**src/rtl/cpu6_trap_ctrl_pkg.sv**
```systemverilog
`default_nettype none
// +----------------------------------------------------------------------+
// | cpu6_trap_ctrl_pkg                                                   |
// | Shared constants for the cpu6 trap sequencer: cause codes, irq bit   |
// | positions, FSM state encoding and mtval source select.               |
// | Revision: 1.0 - initial release                                      |
// +----------------------------------------------------------------------+
package cpu6_trap_ctrl_pkg;

  localparam int CPU6_XLEN = 32;

  // Interrupt cause codes (mcause[XLEN-1] is set separately)
  localparam logic [4:0] CPU6_CAUSE_MSI         = 5'd3;
  localparam logic [4:0] CPU6_CAUSE_MTI         = 5'd7;
  localparam logic [4:0] CPU6_CAUSE_MEI         = 5'd11;

  // Exception cause codes
  localparam logic [4:0] CPU6_CAUSE_ILLINSTR    = 5'd2;
  localparam logic [4:0] CPU6_CAUSE_EBREAK      = 5'd3;
  localparam logic [4:0] CPU6_CAUSE_LD_MISALIGN = 5'd4;
  localparam logic [4:0] CPU6_CAUSE_ST_MISALIGN = 5'd6;
  localparam logic [4:0] CPU6_CAUSE_ECALL       = 5'd11;

  // Bit positions inside irq_pend / csr_mie ({MEI,MTI,MSI})
  localparam int CPU6_IRQ_MSI = 0;
  localparam int CPU6_IRQ_MTI = 1;
  localparam int CPU6_IRQ_MEI = 2;

  typedef enum logic [2:0] {
    ST_IDLE     = 3'd0,
    ST_DRAIN    = 3'd1,
    ST_COMMIT   = 3'd2,
    ST_REDIRECT = 3'd3,
    ST_MRET     = 3'd4
  } trap_state_e;

  typedef enum logic [1:0] {
    MTVAL_ZERO    = 2'd0,
    MTVAL_INSTR   = 2'd1,
    MTVAL_BADADDR = 2'd2,
    MTVAL_PC      = 2'd3
  } mtval_sel_e;

endpackage
`default_nettype wire

```
**src/rtl/cpu6_trap_prio.sv**
```systemverilog
`default_nettype none
// +----------------------------------------------------------------------+
// | cpu6_trap_prio                                                       |
// | Combinational priority encoder: picks the highest-priority enabled   |
// | interrupt or synchronous exception and reports cause/mtval source.  |
// | Revision: 1.0 - initial release                                      |
// +----------------------------------------------------------------------+
module cpu6_trap_prio
  import cpu6_trap_ctrl_pkg::*;
(
  input  logic       illinstr,
  input  logic       ebreak,
  input  logic       ecall,
  input  logic       st_misalign,
  input  logic       ld_misalign,
  input  logic [2:0] ien,
  output logic       take,
  output logic       is_int,
  output logic [4:0] cause,
  output mtval_sel_e mtval_sel
);

  // Fixed priority: MEI > MSI > MTI > illegal > ebreak > ecall > st > ld
  always_comb begin
    take      = 1'b0;
    is_int    = 1'b0;
    cause     = 5'd0;
    mtval_sel = MTVAL_ZERO;
    if (ien[CPU6_IRQ_MEI]) begin
      take   = 1'b1;
      is_int = 1'b1;
      cause  = CPU6_CAUSE_MEI;
    end else if (ien[CPU6_IRQ_MSI]) begin
      take   = 1'b1;
      is_int = 1'b1;
      cause  = CPU6_CAUSE_MSI;
    end else if (ien[CPU6_IRQ_MTI]) begin
      take   = 1'b1;
      is_int = 1'b1;
      cause  = CPU6_CAUSE_MTI;
    end else if (illinstr) begin
      take      = 1'b1;
      cause     = CPU6_CAUSE_ILLINSTR;
      mtval_sel = MTVAL_INSTR;
    end else if (ebreak) begin
      take      = 1'b1;
      cause     = CPU6_CAUSE_EBREAK;
      mtval_sel = MTVAL_PC;
    end else if (ecall) begin
      take      = 1'b1;
      cause     = CPU6_CAUSE_ECALL;
    end else if (st_misalign) begin
      take      = 1'b1;
      cause     = CPU6_CAUSE_ST_MISALIGN;
      mtval_sel = MTVAL_BADADDR;
    end else if (ld_misalign) begin
      take      = 1'b1;
      cause     = CPU6_CAUSE_LD_MISALIGN;
      mtval_sel = MTVAL_BADADDR;
    end
  end

endmodule
`default_nettype wire

```
**src/rtl/cpu6_trap_ctrl.sv**
```systemverilog
`default_nettype none
// +----------------------------------------------------------------------+
// | cpu6_trap_ctrl                                                       |
// | Trap/mret sequencer: accepts commit-stage events, stalls until the   |
// | pipeline drains, strobes CSR updates, then redirects fetch.          |
// | Revision: 1.0 - initial release                                      |
// +----------------------------------------------------------------------+
module cpu6_trap_ctrl
  import cpu6_trap_ctrl_pkg::*;
#(
  parameter int XLEN        = CPU6_XLEN,
  parameter bit VECTORED_EN = 1'b1
) (
  input  logic            clk,
  input  logic            reset,
  input  logic            excp_valid,
  input  logic [XLEN-1:0] excp_pc,
  input  logic [XLEN-1:0] excp_instr,
  input  logic [XLEN-1:0] excp_badaddr,
  input  logic            excp_illinstr,
  input  logic            excp_ebreak,
  input  logic            excp_ecall,
  input  logic            excp_st_misalign,
  input  logic            excp_ld_misalign,
  input  logic            excp_mret,
  input  logic [2:0]      irq_pend,
  input  logic [2:0]      csr_mie,
  input  logic            csr_mstatus_mie,
  input  logic [XLEN-1:0] csr_mtvec,
  input  logic [XLEN-1:0] csr_mepc,
  input  logic            pipe_drained,
  output logic            trap_stall,
  output logic            excp_flush_pc_ena,
  output logic [XLEN-1:0] excp_flush_pc,
  output logic [XLEN-1:0] excp_mepc,
  output logic            excp_mepc_ena,
  output logic [XLEN-1:0] excp_mcause,
  output logic            excp_mcause_ena,
  output logic [XLEN-1:0] excp_mtval,
  output logic            excp_mtval_ena,
  output logic            excp_mstatus_trap,
  output logic            excp_mstatus_mret
);

  trap_state_e     state_q, state_d;
  logic [2:0]      ien;
  logic            take;
  logic            is_int;
  logic [4:0]      cause;
  mtval_sel_e      mtval_sel;
  logic            accept;
  logic            accept_trap;
  logic [XLEN-1:0] cause_full;
  logic [XLEN-1:0] mtval_val;
  logic [XLEN-1:0] trap_base;
  logic [XLEN-1:0] trap_target;

  logic [XLEN-1:0] mepc_q;
  logic [XLEN-1:0] mcause_q;
  logic [XLEN-1:0] mtval_q;
  logic [XLEN-1:0] target_q;
  logic            is_mret_q;
  logic            commit_q;
  logic            redirect_q;
  logic            mret_q;

  assign ien = irq_pend & csr_mie & {3{csr_mstatus_mie}};

  cpu6_trap_prio u_prio (
    .illinstr    (excp_illinstr),
    .ebreak      (excp_ebreak),
    .ecall       (excp_ecall),
    .st_misalign (excp_st_misalign),
    .ld_misalign (excp_ld_misalign),
    .ien         (ien),
    .take        (take),
    .is_int      (is_int),
    .cause       (cause),
    .mtval_sel   (mtval_sel)
  );

  // A trap always wins over an mret committing in the same cycle
  assign accept      = (state_q == ST_IDLE) && excp_valid && (take || excp_mret);
  assign accept_trap = accept && take;

  assign cause_full = {is_int, {(XLEN-6){1'b0}}, cause};
  assign trap_base  = {csr_mtvec[XLEN-1:2], 2'b00};

  // Vectored mode only offsets interrupts; exceptions always land on BASE
  always_comb begin
    trap_target = trap_base;
    if (VECTORED_EN && is_int && (csr_mtvec[1:0] == 2'b01)) begin
      trap_target = trap_base + {{(XLEN-7){1'b0}}, cause, 2'b00};
    end
  end

  // Select the mtval payload for the winning exception
  always_comb begin
    mtval_val = '0;
    case (mtval_sel)
      MTVAL_INSTR:   mtval_val = excp_instr;
      MTVAL_BADADDR: mtval_val = excp_badaddr;
      MTVAL_PC:      mtval_val = excp_pc;
      default:       mtval_val = '0;
    endcase
  end

  // Next-state logic for the trap/mret sequence
  always_comb begin
    state_d = state_q;
    case (state_q)
      ST_IDLE: begin
        if (accept) state_d = ST_DRAIN;
      end
      ST_DRAIN: begin
        if (pipe_drained) state_d = is_mret_q ? ST_MRET : ST_COMMIT;
      end
      ST_COMMIT:   state_d = ST_REDIRECT;
      ST_REDIRECT: state_d = ST_IDLE;
      ST_MRET:     state_d = ST_IDLE;
      default:     state_d = ST_IDLE;
    endcase
  end

  // State register plus strobes registered from the next state
  always_ff @(posedge clk or posedge reset) begin
    if (reset) begin
      state_q    <= ST_IDLE;
      commit_q   <= 1'b0;
      redirect_q <= 1'b0;
      mret_q     <= 1'b0;
    end else begin
      state_q    <= state_d;
      commit_q   <= (state_d == ST_COMMIT);
      redirect_q <= (state_d == ST_REDIRECT) || (state_d == ST_MRET);
      mret_q     <= (state_d == ST_MRET);
    end
  end

  // Capture trap context on accept; mret only needs its return target
  always_ff @(posedge clk or posedge reset) begin
    if (reset) begin
      mepc_q    <= '0;
      mcause_q  <= '0;
      mtval_q   <= '0;
      target_q  <= '0;
      is_mret_q <= 1'b0;
    end else if (accept) begin
      is_mret_q <= !take;
      if (accept_trap) begin
        mepc_q   <= excp_pc;
        mcause_q <= cause_full;
        mtval_q  <= mtval_val;
        target_q <= trap_target;
      end else begin
        target_q <= csr_mepc;
      end
    end
  end

  assign trap_stall        = (state_q != ST_IDLE) || accept;
  assign excp_flush_pc_ena = redirect_q;
  assign excp_flush_pc     = target_q;
  assign excp_mepc         = mepc_q;
  assign excp_mepc_ena     = commit_q;
  assign excp_mcause       = mcause_q;
  assign excp_mcause_ena   = commit_q;
  assign excp_mtval        = mtval_q;
  assign excp_mtval_ena    = commit_q;
  assign excp_mstatus_trap = commit_q;
  assign excp_mstatus_mret = mret_q;

endmodule
`default_nettype wire

```
**config.mk**
```make
export PLATFORM = sky130hd
export DESIGN_NAME = cpu6_trap_ctrl
export DESIGN_NICKNAME = d
export VERILOG_FILES = /design/src/rtl/cpu6_trap_ctrl_pkg.sv /design/src/rtl/cpu6_trap_prio.sv /design/src/rtl/cpu6_trap_ctrl.sv
export SDC_FILE = /design/constraint.sdc
export NUM_CORES = 1
export LEC_CHECK = 0
export ABC_AREA = 1
export BUFFER_PORTS_ARGS = -buffer_cell sky130_fd_sc_hd__buf_2
export CAP_MARGIN = 25
export CORE_MARGIN = 1
export CORE_UTILIZATION = 35
export DETAILED_ROUTE_END_ITERATION = 10
export GPL_TIMING_DRIVEN = 0
export HOLD_SLACK_MARGIN = 0.08
export PLACE_DENSITY = 0.74
export RECOVER_POWER = 100
export SYNTH_ARGS = -nofsm -noshare
export SYNTH_HDL_FRONTEND = slang
export SYNTH_SLANG_ARGS = --single-unit
```
**constraint.sdc**
```tcl
create_clock -name clk -period 3.85 [get_ports clk]
set_input_delay 0 -clock clk [delete_from_list [all_inputs] [get_ports clk]]
set_output_delay 0 -clock clk [all_outputs]
set_load 0.02 [all_outputs]
```
==> summary.md <==
| Metric | Value |
|---|---|
| Result of the run | `finished with violations` |
| Failing checks | `capacitance limit, slew limit` |
| Post-route cell area | `~9800 um^2` |
| Reg-to-reg startpoint | `state_q[2]` |
| Drt first pass iters | `5` |
| Share of synthesized area spent on multiplexers | `0%` |
| Detailed Place HPWL | `roughly 18000 um` |
| DRT iter0 DRCs | `564` |
| Power spent charging and discharging nets | `2.638 mW` |
| Buffer depth of the longest clock path | `2` |
| CTS tree | `yes` |
| Worst hold slack across all endpoints | `approximately 110 ps` |
| Worst-margin pin slew | `about 1800 ps` |
| Number of nets still failing antenna checks after routing | `0` |
| Final design utilization | `56.29%` |
| Clk root buf | `clkbuf_16` |
| Maximum vdd ir drop | `between 0.3 and 0.4 mV` |
| Clock sinks | `approximately 110` |
| Initial antenna violation count | `0` |
| Worst setup skew after layout | `~8 ps` |
| # Post-CTS Setup Buffers | `0` |
| Critical Path Sink Type | `register` |
| I/O pins | `~310` |
| Post-route minimum period | `between 3000 and 4000 ps` |
| Number of nets in the final layout | `1592` |
| Signal arrival time at the worst endpoint | `3820 ps` |
| Clock latency reported for the late side of the worst-skew pair | `360 ps` |
| Final count of pins violating max slew | `roughly 110` |
| Leakage dissipation | `5.247 nW` |
| Count of maximum capacitance violations | `2` |
| Flop and latch count out of synthesis | `108` |
| Final setup violating endpoints | `0` |
| Power consumption | `roughly 5.7 mW` |
| Maximum level of the CTS H-tree | `3` |
| Std cell rows | `48` |
| Fraction of power consumed by sequential logic | `34.1%` |
| Pre-CTS WS | `about 1300 ps` |
| Total congestion overflow after global routing | `0` |
| Least setup slack across all paths after layout | `between 200 and 300 ps` |
| Sequential-to-total area share from yosys stat | `a little over two fifths` |
| Initial core utilization | `roughly 36%` |
| Per-cell routed wire length | `between 15 and 20 um` |
| Max-Slew Margin vs Limit | `-18.75%` |
| Maximum achievable frequency | `~280 MHz` |
| Library cells used by synthesis | `30` |
| Fin Setup TNS | `0 ps` |
| CTS Hold Buffers Added | `between 150 and 200` |
| Startpoint type of the worst setup path | `input port` |
| XOR/XNOR Fraction of Synth Area | `1.667%` |
| Class of the most critical hold timing path | `in2reg` |
| # DRC | `0` |
| Cell area after synthesis | `6305 um^2` |
| Reg-to-Reg End | `excp_flush_pc[23]` |
| Clock transition at path regs | `70 ps` |
| Hold-critical path endpoint | `excp_flush_pc[2]` |
| Slack of the worst reg-to-reg path | `about 820 ps` |
| Total GRT Usage | `approximately 28%` |
| Internal Dissipation | `approximately 3.1 mW` |
| Share of power burned in the clock network | `roughly 16%` |
| Area share of fa/ha/maj cells after synthesis | `under 10%` |
| Synthesized instance count | `930` |
| Pin count of the biggest net entering global routing | `71` |
| Post-Route WL | `between 20000 and 30000 um` |
| Simple-gate portion of the synthesized area | `between 40% and 50%` |
| Hold Crit Depth | `5` |
| Fraction of the mapped netlist area in compound gates | `about 1.9%` |
| Final RePlAce weighted congestion | `0.9490` |
| Fill cell total of the finished layout | `roughly 1700` |
| Height of the die | `136.2 um` |
| Number of cells after detailed placement | `about 1500` |
| Routed vias/inst | `4.845` |
| Growth of design area from synthesis to finish | `55.49%` |
| Share of final-layout standard cells stronger than drive strength 1 | `about 18%` |
| Buffers on Ports | `284` |
| Synth Warn # | `0` |
| Inserted Clock Buffers | `9` |
| Mean cell area of the mapped netlist | `~6.8 um^2` |
| Main combinational cell family by area after synthesis | `simple AND/OR/NAND/NOR gates` |
| First-pass GRT wire length | `slightly below 40000 um` |
| Pwr/cell area | `a little under 600 nW/um^2` |
| Final hold violations | `0` |
| Inserted Diodes | `0` |
| Placement-stage cell area | `8135 um^2` |
| Share of the cycle needed by the critical path after routing | `92.62%` |
| Launch instance of the worst min-delay path | `csr_mtvec[2]` |
| Crit Path Class | `in2reg` |
| Via count of the first global-routing pass | `~7600` |
| Floorplan die width | `136.2 um` |
| Worst r2r path cells | `7` |
| Highest fanout seen on the critical path | `6` |
| Post-CTS Resized | `0` |
| Crit path required time | `around 4100 ps` |
| Core Area | `about 17000 um^2` |
| Die area | `approximately 19000 um^2` |
| Vias after detailed routing | `about 8000` |
| Setup repair after global routing missed its margin | `false` |
| Number of standard cells in the layout, taps in and fillers out | `about 1600` |
| Switching fraction of total power | `a little under half` |
| Combinational share of power | `roughly half` |
## cell usage in the layout (no fill, tap or decap), types with 3 or more instances in the layout
cell type | netlist | layout
clkbuf_16 | 0 | 9
o21ai_0 | 6 | 7
nor2_1 | 52 | 54
xor2_1 | 6 | 6
clkbuf_1 | 7 | 126
clkinv_4 | 0 | 3
buf_2 | 23 | 190
nand3_1 | 87 | 87
dlygate4sd3_1 | 0 | 158
inv_1 | 48 | 48
ha_1 | 4 | 4
conb_1 | 1 | 27
dfrtp_1 | 108 | 108
nand4_1 | 10 | 10
a21oi_1 | 10 | 10
nand2_1 | 496 | 497
buf_4 | 32 | 32
nor3_1 | 5 | 5
nand3b_1 | 4 | 4
o211ai_1 | 4 | 4
xnor2_1 | 6 | 6
## routing by layer
layer / vias to the layer above / GRT usage, % / part of all wire [%]
li1: 3787 / - / -
met1: 3661 / 34.69 / 41
met2: 409 / 44.98 / 47
met3: 89 / 5.817 / 7.4
met4: 0 / 13.64 / 4.0
met5: - / 0 / 0
## synthesized netlist by cell type
master	instances	area, um^2
clkbuf_1	7	26.28
nor3_1	5	25.02
o21ai_1	1	5.000
fa_1	1	20.02
a21oi_1	10	50.05
buf_6	2	22.52
o21ai_0	6	30.03
nand3_2	1	10.01
buf_1	1	3.750
conb_1	1	3.750
nor2_4	3	33.78
inv_1	48	180.2
nor4_1	1	6.260
nor2_2	2	12.51
nand3_1	87	435.4
ha_1	4	50.05
nand2_1	496	1862
nand3b_1	4	30.03
inv_2	4	15.01
o211ai_1	4	30.03
or2_2	2	12.51
xnor2_1	6	52.55
nand4_1	10	62.56
xor2_1	6	52.55
o21bai_1	1	7.510
dfrtp_1	108	2703
nor2_1	52	195.2
nand2_2	2	12.51
buf_4	32	240.2
buf_2	23	115.1
## power by group through the flow
stage	Sequential (mW)	Combinational (mW)	Clock [mW]
floorplan	2.52	0.982	0
global placement	1.91	2.56	0
detailed placement	1.92	2.61	0
CTS	1.90	2.95	0.942
global route	1.99	3.06	0.983
finish	1.94	2.82	0.928
## flip-flops by register name, indices dropped and copies added, names as in the netlist
register,flops
excp_flush_pc_ena,1
excp_mstatus_mret,1
excp_mcause,5
excp_mtval,32
excp_mcause_ena,1
excp_flush_pc,32
excp_mepc,32
state_q,3
is_mret_q,1
## how the worst max path moves through the flow
stage                    start                end  cells past startpoint
3_3_place_gp             reset  excp_flush_pc[12]                      2
5_1_grt             excp_ecall  excp_flush_pc[26]                     19
2_1_floorplan            reset   excp_flush_pc[0]                      1
3_5_place_dp   csr_mstatus_mie  excp_flush_pc[26]                     18
4_1_cts             excp_ecall  excp_flush_pc[26]                     19
6_report            excp_ecall  excp_flush_pc[26]                     19
## area by class of cell
| class | count | area (um^2) | area share [%] |
|---|---|---|---|
| inverter | 52 | 196.4 | 2.004 |
| clock inverter | 7 | 63.81 | 0.6509 |
| sequential | 108 | 2703 | 27.57 |
| timing repair buffer | 443 | 2872 | 29.29 |
| multi-input combinational | 731 | 3079 | 31.41 |
| buffer | 65 | 382.9 | 3.906 |
| tap | 225 | 281.5 | 2.872 |
| clock buffer | 9 | 225.2 | 2.297 |
## kinds of logic after synthesis
logic type      Yosys count
flops                   108
buf+inv                 117
xor+xnor                 12
compound gates           22
fa+ha+maj                 5
other cells               1
simple gates            665
## worst max-delay path, cell delays in order
cell           delay, ps
dlygate4sd3_1        510
buf_2                130
o21ai_0               80
dlygate4sd3_1        550
nand2_1              100
ha_1                 200
inv_1                 90
fa_1                 420
inv_1                100
nand3_1               70
nand3_1              120
nand2_1               80
nor2_2               270
nand2_1              140
o21ai_0              180
nand3_1              100
nand2_1               70
dlygate4sd3_1        550
nand2_1               50
Power figures use the tool's default switching activity.
